File: src/rtl/spi_pkg.sv
// Shared constants and state encodings for the SPI receive-side collector
// and related byte-stream helpers.
package spi_pkg;

    localparam int BYTE_W          = 8;
    localparam int ACK_TIMEOUT_DEF = 255;
    localparam int SETTLE_W        = 4;
    localparam int TIMEOUT_W       = 16;

    typedef enum logic [1:0] {
        ST_IDLE   = 2'd0,
        ST_SETTLE = 2'd1,
        ST_HOLD   = 2'd2,
        ST_ACK    = 2'd3
    } coll_state_e;

endpackage

File: src/rtl/spi_rx_collector_sync_fifo.sv
// Single-clock first-word fall-through FIFO; dout always shows the head entry.
module sync_fifo #(
    parameter int WIDTH = 8,
    parameter int DEPTH = 8
) (
    input  logic                     clk,
    input  logic                     rst,
    input  logic                     push,
    input  logic                     pop,
    input  logic [WIDTH-1:0]         din,
    output logic [WIDTH-1:0]         dout,
    output logic [$clog2(DEPTH):0]   level,
    output logic                     full,
    output logic                     empty
);

    localparam int PTR_W = $clog2(DEPTH);
    localparam int LVL_W = PTR_W + 1;

    logic [WIDTH-1:0] mem_q [DEPTH];
    logic [WIDTH-1:0] mem_d [DEPTH];
    logic [PTR_W-1:0] wr_ptr_q, wr_ptr_d;
    logic [PTR_W-1:0] rd_ptr_q, rd_ptr_d;
    logic [LVL_W-1:0] level_q, level_d;
    logic             do_push;
    logic             do_pop;

    assign empty   = (level_q == '0);
    assign full    = (level_q == LVL_W'(DEPTH));
    assign do_pop  = pop & ~empty;
    // A full FIFO still accepts a write when the head leaves in the same cycle.
    assign do_push = push & (~full | do_pop);

    always_comb begin
        mem_d    = mem_q;
        wr_ptr_d = wr_ptr_q;
        rd_ptr_d = rd_ptr_q;
        level_d  = level_q;
        if (do_push) begin
            mem_d[wr_ptr_q] = din;
            wr_ptr_d        = wr_ptr_q + 1'b1;
        end
        if (do_pop) begin
            rd_ptr_d = rd_ptr_q + 1'b1;
        end
        case ({do_push, do_pop})
            2'b10:   level_d = level_q + 1'b1;
            2'b01:   level_d = level_q - 1'b1;
            default: level_d = level_q;
        endcase
    end

    always_ff @(posedge clk or posedge rst) begin
        if (rst) begin
            for (int i = 0; i < DEPTH; i++) begin
                mem_q[i] <= '0;
            end
            wr_ptr_q <= '0;
            rd_ptr_q <= '0;
            level_q  <= '0;
        end else begin
            mem_q    <= mem_d;
            wr_ptr_q <= wr_ptr_d;
            rd_ptr_q <= rd_ptr_d;
            level_q  <= level_d;
        end
    end

    assign dout  = mem_q[rd_ptr_q];
    assign level = level_q;

endmodule

File: src/rtl/spi_rx_collector.sv
// Collects bytes from the SPI block on each ready rise, acknowledges them,
// and streams them out of a FIFO over valid/ready.
//
// state   | meaning
// IDLE    | waiting for a spi_ready rise
// SETTLE  | counting down before sampling spi_data
// HOLD    | byte latched, waiting for FIFO space
// ACK     | spi_received high until spi_ready falls or the timeout expires
module spi_rx_collector
    import spi_pkg::*;
#(
    parameter int DEPTH         = 8,
    parameter int SKIP_FIRST    = 1,
    parameter int SETTLE        = 2,
    parameter int STALL_ON_FULL = 0,
    parameter int ACK_TIMEOUT   = ACK_TIMEOUT_DEF
) (
    input  logic                    clk,
    input  logic                    rst,
    input  logic                    spi_ready,
    input  logic [7:0]              spi_data,
    output logic                    spi_received,
    output logic                    m_valid,
    output logic [7:0]              m_data,
    input  logic                    m_ready,
    output logic [$clog2(DEPTH):0]  level,
    output logic                    overflow,
    output logic                    timeout_err,
    input  logic                    clr_err
);

    coll_state_e          state_q, state_d;
    logic                 ready_q, ready_d;
    logic                 skip_q, skip_d;
    logic [SETTLE_W-1:0]  settle_cnt_q, settle_cnt_d;
    logic [TIMEOUT_W-1:0] tcnt_q, tcnt_d;
    logic [BYTE_W-1:0]    hold_data_q, hold_data_d;
    logic                 received_q, received_d;
    logic                 overflow_q, overflow_d;
    logic                 timeout_q, timeout_d;

    logic                 rise;
    logic                 pop;
    logic                 space;
    logic                 ovf_set;
    logic                 to_set;
    logic                 fifo_push;
    logic [BYTE_W-1:0]    fifo_din;
    logic                 fifo_full;
    logic                 fifo_empty;

    assign rise    = spi_ready & ~ready_q;
    assign m_valid = ~fifo_empty;
    assign pop     = m_valid & m_ready;
    assign space   = ~fifo_full | pop;

    always_comb begin
        state_d      = state_q;
        ready_d      = spi_ready;
        skip_d       = skip_q;
        settle_cnt_d = settle_cnt_q;
        tcnt_d       = tcnt_q;
        hold_data_d  = hold_data_q;
        fifo_push    = 1'b0;
        fifo_din     = spi_data;
        ovf_set      = 1'b0;
        to_set       = 1'b0;

        case (state_q)
            ST_IDLE: begin
                if (rise) begin
                    if (skip_q) begin
                        // Configuration acknowledge from the SPI block: ack it, keep nothing.
                        skip_d  = 1'b0;
                        tcnt_d  = '0;
                        state_d = ST_ACK;
                    end else begin
                        settle_cnt_d = SETTLE_W'(SETTLE);
                        state_d      = ST_SETTLE;
                    end
                end
            end
            ST_SETTLE: begin
                if (!spi_ready) begin
                    state_d = ST_IDLE;
                end else if (settle_cnt_q == '0) begin
                    if (space) begin
                        fifo_push = 1'b1;
                        tcnt_d    = '0;
                        state_d   = ST_ACK;
                    end else if (STALL_ON_FULL != 0) begin
                        hold_data_d = spi_data;
                        state_d     = ST_HOLD;
                    end else begin
                        ovf_set = 1'b1;
                        tcnt_d  = '0;
                        state_d = ST_ACK;
                    end
                end else begin
                    settle_cnt_d = settle_cnt_q - 1'b1;
                end
            end
            ST_HOLD: begin
                fifo_din = hold_data_q;
                if (space) begin
                    fifo_push = 1'b1;
                    tcnt_d    = '0;
                    state_d   = ST_ACK;
                end
            end
            ST_ACK: begin
                if (!spi_ready) begin
                    state_d = ST_IDLE;
                end else if (tcnt_q == TIMEOUT_W'(ACK_TIMEOUT - 1)) begin
                    to_set  = 1'b1;
                    state_d = ST_IDLE;
                end else begin
                    tcnt_d = tcnt_q + 1'b1;
                end
            end
            default: state_d = ST_IDLE;
        endcase

        received_d = (state_d == ST_ACK);
        overflow_d = (overflow_q & ~clr_err) | ovf_set;
        timeout_d  = (timeout_q & ~clr_err) | to_set;
    end

    always_ff @(posedge clk or posedge rst) begin
        if (rst) begin
            state_q      <= ST_IDLE;
            ready_q      <= 1'b0;
            skip_q       <= (SKIP_FIRST != 0);
            settle_cnt_q <= '0;
            tcnt_q       <= '0;
            hold_data_q  <= '0;
            received_q   <= 1'b0;
            overflow_q   <= 1'b0;
            timeout_q    <= 1'b0;
        end else begin
            state_q      <= state_d;
            ready_q      <= ready_d;
            skip_q       <= skip_d;
            settle_cnt_q <= settle_cnt_d;
            tcnt_q       <= tcnt_d;
            hold_data_q  <= hold_data_d;
            received_q   <= received_d;
            overflow_q   <= overflow_d;
            timeout_q    <= timeout_d;
        end
    end

    sync_fifo #(
        .WIDTH (BYTE_W),
        .DEPTH (DEPTH)
    ) u_fifo (
        .clk   (clk),
        .rst   (rst),
        .push  (fifo_push),
        .pop   (pop),
        .din   (fifo_din),
        .dout  (m_data),
        .level (level),
        .full  (fifo_full),
        .empty (fifo_empty)
    );

    assign spi_received = received_q;
    assign overflow     = overflow_q;
    assign timeout_err  = timeout_q;

endmodule

File: config.mk
export PLATFORM = sky130hd
export DESIGN_NAME = spi_rx_collector
export DESIGN_NICKNAME = d
export VERILOG_FILES = /design/src/rtl/spi_pkg.sv /design/src/rtl/spi_rx_collector_sync_fifo.sv /design/src/rtl/spi_rx_collector.sv
export SDC_FILE = /design/constraint.sdc
export NUM_CORES = 1
export LEC_CHECK = 0
export ABC_AREA = 1
export CORE_UTILIZATION = 40
export CTS_CLUSTER_DIAMETER = 30
export DETAILED_ROUTE_END_ITERATION = 8
export HOLD_SLACK_MARGIN = 0.12
export PLACE_DENSITY = 0.67
export SKIP_CTS_REPAIR_TIMING = 1
export SLEW_MARGIN = 10
export SYNTH_ARGS = -nofsm -noshare
export SYNTH_HDL_FRONTEND = slang
export SYNTH_SLANG_ARGS = --single-unit
File: constraint.sdc
create_clock -name clk -period 3.75 [get_ports clk]
set_input_delay 0.75 -clock clk [delete_from_list [all_inputs] [get_ports clk]]
set_output_delay 0.75 -clock clk [all_outputs]
set_load 0.01 [all_outputs]
After elaboration in Yosys (flattened, before gate mapping) --
Cells that the tools add are included.
Word-level totals: logic and storage cells 110, output and inout port bits 16, bits in registers 101
Cells by class: reductions and logical operators 9, order comparisons 3, mux-type cells 40, bitwise logic cells 16, add/sub/neg operators 6, eq/ne operators 17
Operators by type and width (number):
- $mux W16 | 7
- $bwmux W64 | 1
- $pmux W16 S4 | 1
- $mux W8 | 4
- $bmux W8 S3 | 1
- $demux W8 S3 | 1
- $ne A2 B2 Y1 const B | 9
- $add A16 B1 Y16 const B | 1
- $eq A16 B8 Y1 const B | 1
- $mux W4 | 4
- $pmux W4 S2 | 2
- $mux W2 | 7
- $mux W1 | 10
- $eq A2 B2 Y1 const B | 4
- $ge A4 B4 Y1 const B | 2
- $logic_not A4 Y1 | 2
- $not A3 Y4 | 2
- $pmux W2 S4 | 1
- $sub A4 B1 Y4 const B | 2
- $reduce_and A7 Y1 | 1
- $add A3 B1 Y3 const B | 2
- $and A1 B1 Y1 | 6
- $reduce_and A5 Y1 | 1
- $add A4 B1 Y4 const B | 1
- other kinds (10) | 18

Longest topological paths before layout --
word-level depth 11, gate-level depth with buffers 13, mapped depth without buffers 13

By module --
A second synthesis with hierarchy kept.
Second synthesis, totals: cells, all modules 780, area, all modules 5899.4 µm²
Modules (own cells, without submodules):
- sync_fifo | sequential area each 1851.8 µm², times used 1, cells an instance 521, area an instance 4021.4 µm²
- spi_rx_collector | sequential area each 676.9 µm², times used 1, cells an instance 259, area an instance 1878.1 µm²

Worst setup path before layout --
No wires, ideal clock.
kind input to register, from input spi_ready, to register u_fifo.level_q[2], in the netlist u_fifo.level[2], slack 1.582 ns, path buffers 1, data required time 3.621 ns, arrival time 2.040 ns, stages on the path 10, setup time 0.129 ns, cells stage by stage buf_4 > nand3_2 > nand2_2 > nand3_4 > ha_1 > xor2_1 > ha_1 > a21oi_1 > xor2_1 > o21ai_0
Between the ends: word-level cells in the longest chain between the ends 5, elaborated cells on any way between the ends 7
RTL lines:
- from (decl) | line spi_rx_collector.sv:20 | input logic spi_ready,
- $mux W1 (*) | line spi_rx_collector.sv:84 | if (!spi_ready) begin
- $pmux W1 S2 (*) | line spi_rx_collector.sv:69 | case (state_q)
- $and A1 B1 Y1 (*) | line spi_rx_collector_sync_fifo.sv:32 | assign do_push = push & (~full | do_pop);
- $eq A2 B1 Y1 or $eq A2 B2 Y1 (tied branches) | line spi_rx_collector_sync_fifo.sv:46 | case ({do_push, do_pop})
- $pmux W4 S2 or $reduce_bool A2 Y1 (tied branches)
- to (signal assigned) | line spi_rx_collector_sync_fifo.sv:65 | level_q <= level_d;
- to (decl) | line spi_rx_collector_sync_fifo.sv:24 | logic [LVL_W-1:0] level_q, level_d;
Mark *: on every way between the ends. The rest lies on a longest branch, timed or not. A chain may end at the register's enable or synchronous reset.

Worst setup path in the final report --
from register u_fifo.rd_ptr_q[0], to output m_data[3]
Between the ends: word-level cells in the longest chain between the ends 4
RTL lines:
- from (decl) | line spi_rx_collector_sync_fifo.sv:23 | logic [PTR_W-1:0] rd_ptr_q, rd_ptr_d;
- from (signal assigned) | line spi_rx_collector_sync_fifo.sv:64 | rd_ptr_q <= rd_ptr_d;
- $not A3 Y4 (implied by the code) | line spi_rx_collector_sync_fifo.sv:69 | assign dout = mem_q[rd_ptr_q];
- $bmux W8 S3 | line spi_rx_collector_sync_fifo.sv:69
- $mux W8 (implied by the code) (2 in series) | line spi_rx_collector_sync_fifo.sv:69
- to (decl) | line spi_rx_collector.sv:24 | output logic [7:0] m_data,
No other way between the ends. The select of a mux whose other input is x is not followed.

==> impl_metrics.json <==
{
  "coreArea_mm2": 0.0128,
  "clk_pin_slew_ns": 0.07,
  "cap_violations": 0,
  "end_kind": "primary output",
  "dieArea_mm2": 0.0138,
  "period_minus_slack_ns": 3.27,
  "reg2reg_depth": 11,
  "status": "completed",
  "start_util_pct": 41.7,
  "p_seq_share_pct": 38.9,
  "grt_use_total_pct": 18.6,
  "crit_required_ns": 3.00,
  "worstPathMaxFanout": 18,
  "dieHeight_um": 117,
  "io_buffer_count": 28,
  "grt_max_degree": 80,
  "postRouteAntennaNets": 0,
  "start_kind": "flip-flop",
  "fmax_ghz": 0.306,
  "cts_inserted_buffers": 9,
  "drtIter0Drc": 264,
  "num_rows": 41,
  "first_global_vias": 4106,
  "num_vias": 4272,
  "dp_hpwl_um": 8060,
  "layout.nets": 671,
  "cp-startpoint": "u_fifo.rd_ptr_q[0]",
  "path_delay_family": "buffers and inverters",
  "wirelength_um": 11800,
  "grt_overflow": 0,
  "fin_tns_setup_ns": 0,
  "p_int_mw": 2.50,
  "syn_nets": 651,
  "area_growth_pct": 12.0,
  "root_buffer": "clkbuf_16",
  "setup_violations": 0,
  "hold_depth": 2,
  "cpPeakStageDelay_ns": 0.59,
  "finalNonFillerCells": 823,
  "finalHoldViolCount": 0,
  "p_switching_mw": 1.63,
  "crit_chain": "inv_1 -> buf_4 -> o21ai_0 -> o22ai_1 -> nor2_1 -> a31oi_1 -> clkdlybuf4s50_1",
  "power.density_mw_per_mm2": 692,
  "critPathBufInv": 3,
  "n_antenna_cell": 0,
  "synth_warnings": 0,
  "grt_pass1_wl_um": 20600,
  "arrival_ns": 2.52,
  "drive_gt1_share_pct": 8.91,
  "ios": 29,
  "first_pass_iters": 4,
  "synth_seq_area_share_pct": 47.5,
  "combinationalPowerShare_pct": 39.7,
  "place_inst": 807,
  "cts.sinks": 101,
  "ys_types": 38,
  "rsz0062_at_grt": "no",
  "drc_errors": 0,
  "clockBufferDepth": 2,
  "power.leakage_nw": 2.69,
  "clk_latency_ns": 0.35,
  "ys_ff_latch": 101,
  "synth_cells": 626,
  "ir_drop_v": 0.000307,
  "critical_path_depth": 7,
  "switching_share_pct": 39.4,
  "globalplace.congestion": 0.877,
  "worst_slew_pin_slew_ns": 0.969,
  "avgSynthCellArea_um2": 8.50,
  "antenna_found_initial": 0,
  "slowest_stage": "dfrtp_1",
  "netlist_area_mm2": 0.00532,
  "min_from": "u_fifo.mem_q[20]",
  "power_frac_clock_pct": 21.5,
  "die_x_um": 117,
  "htreeDepth": 3,
  "clock_skew_ns": 0.00828,
  "vias_per_cell": 5.19,
  "relSlewSlack_pct": 35.4,
  "drv_slew": 0,
  "path_class": "flip-flop to primary output",
  "fillerInstances": 1251,
  "hp-class": "flip-flop to flip-flop",
  "avgRoutedWirePerCell_um": 14.3,
  "reg2reg_from": "state_q[0]",
  "period_share_pct": 87.2,
  "tritoncts": "yes"
}
cells by family after synthesis:
logic type | after synthesis | synth area share [%]
AO/OA/AOI/OAI | 142 | 15.0
XOR/XNOR | 23 | 3.78
adder cells (fa/ha/maj) | 12 | 2.82
buffers and inverters | 73 | 6.89
flip-flops | 101 | 47.5
multiplexers | 1 | 0.212
AND/OR/NAND/NOR | 274 | 23.8
metal layers:
layer / routed length (um) / vias to the layer above / GRT usage, %
met2: 5630 / 94 / 30.0
li1: - / 2108 / -
met4: 144 / 0 / 4.55
met5: 0 / - / 0
met3: 595 / 14 / 4.23
met1: 5390 / 2056 / 25.2
sequential cells by signal, summed over array words and instances (netlist names):
signal / cells
tcnt_q: 16
ready_q: 1
timeout_err: 1
u_fifo.rd_ptr_q: 3
u_fifo.level: 4
settle_cnt_q: 4
u_fifo.wr_ptr_q: 3
state_q: 2
overflow: 1
spi_received: 1
skip_q: 1
u_fifo.mem_q: 64
cells in the mapped netlist (all sizes together):
library cell / count / share of area, %
clkbuf: 11 / 0.78
o21ai: 115 / 12
o21a: 1 / 0.14
ha: 12 / 2.8
inv: 44 / 3.1
clkinv: 4 / 0.31
nand2: 139 / 9.9
o211ai: 2 / 0.28
xnor2: 1 / 0.16
nand3: 23 / 2.6
mux2: 1 / 0.21
nor2: 88 / 6.5
nor3b: 1 / 0.14
o22ai: 9 / 1.1
a31oi: 9 / 1.1
buf: 14 / 2.7
xor2: 22 / 3.6
o21bai: 1 / 0.14
a21oi: 5 / 0.47
dfstp: 1 / 0.49
nor3: 7 / 0.66
nand4: 14 / 3.7
dfrtp: 100 / 47
nand3b: 2 / 0.28
placed cells by master, fill, tap and decap left out, types with 12 or more instances in the layout:
cell	netlist	routed
o21ai_1	53	53
nor2_1	85	85
xor2_1	22	22
o21ai_2	14	14
inv_1	42	41
clkdlybuf4s50_1	0	28
nand3_1	20	20
dfrtp_1	100	100
ha_1	12	12
nand2_1	137	137
o21ai_0	48	48
final timing paths:
| kind | endpoint | slack, ns |
|---|---|---|
| setup / recovery | m_data[3] | 0.48 |
| hold / removal | u_fifo.mem_q[20] | 0.48 |
| setup reg to reg | u_fifo.level[3] | 1.29 |
| hold reg to reg | u_fifo.mem_q[20] | 0.48 |
| max in group asynchronous | u_fifo.mem_q[57] | 1.99 |
| min in group asynchronous | tcnt_q[9] | 0.95 |
power by group through the flow:
| stage | Combinational, mW | Clock (mW) | Sequential (mW) |
|---|---|---|---|
| after floorplan | 1.16 | 0 | 1.57 |
| after global placement | 1.60 | 0 | 1.61 |
| after detailed placement | 1.64 | 0 | 1.62 |
| after CTS | 1.65 | 0.909 | 1.60 |
| after global routing | 1.86 | 0.954 | 1.64 |
| final | 1.64 | 0.885 | 1.60 |
per-stage QoR:
step / area, um^2 / hold WS (ns) / power [mW] / util, % / setup WS, ns
after detailed placement: 5680 / 0.464 / 3.26 / 44.5 / 0.780
after global placement: 5680 / 0.459 / 3.20 / 44.5 / 0.870
final: 5960 / 0.480 / 4.13 / 46.7 / 0.482
after floorplan: 5320 / 0.450 / 2.72 / - / 0.355
after global routing: 5960 / 0.508 / 4.46 / 46.7 / 0.351
after CTS: 5960 / 0.482 / 4.16 / 46.7 / 0.509
layout make-up:
cell class	instances	area [um^2]	area share (%)
well taps	172	215	3.61
clock buffers	10	239	4.01
multi-input cells	452	2430	40.7
flip-flops and latches	101	2530	42.4
clock inverters	6	43.8	0.734
inverters	48	184	3.08
repair buffers	34	325	5.46
tightest hold or removal path, cell delays in order, from the launching register on:
cell and delay (ns):
dfrtp_1 0.34, nand2_1 0.06, o21ai_2 0.05
Note: power is estimated with default switching activity, not from simulation.
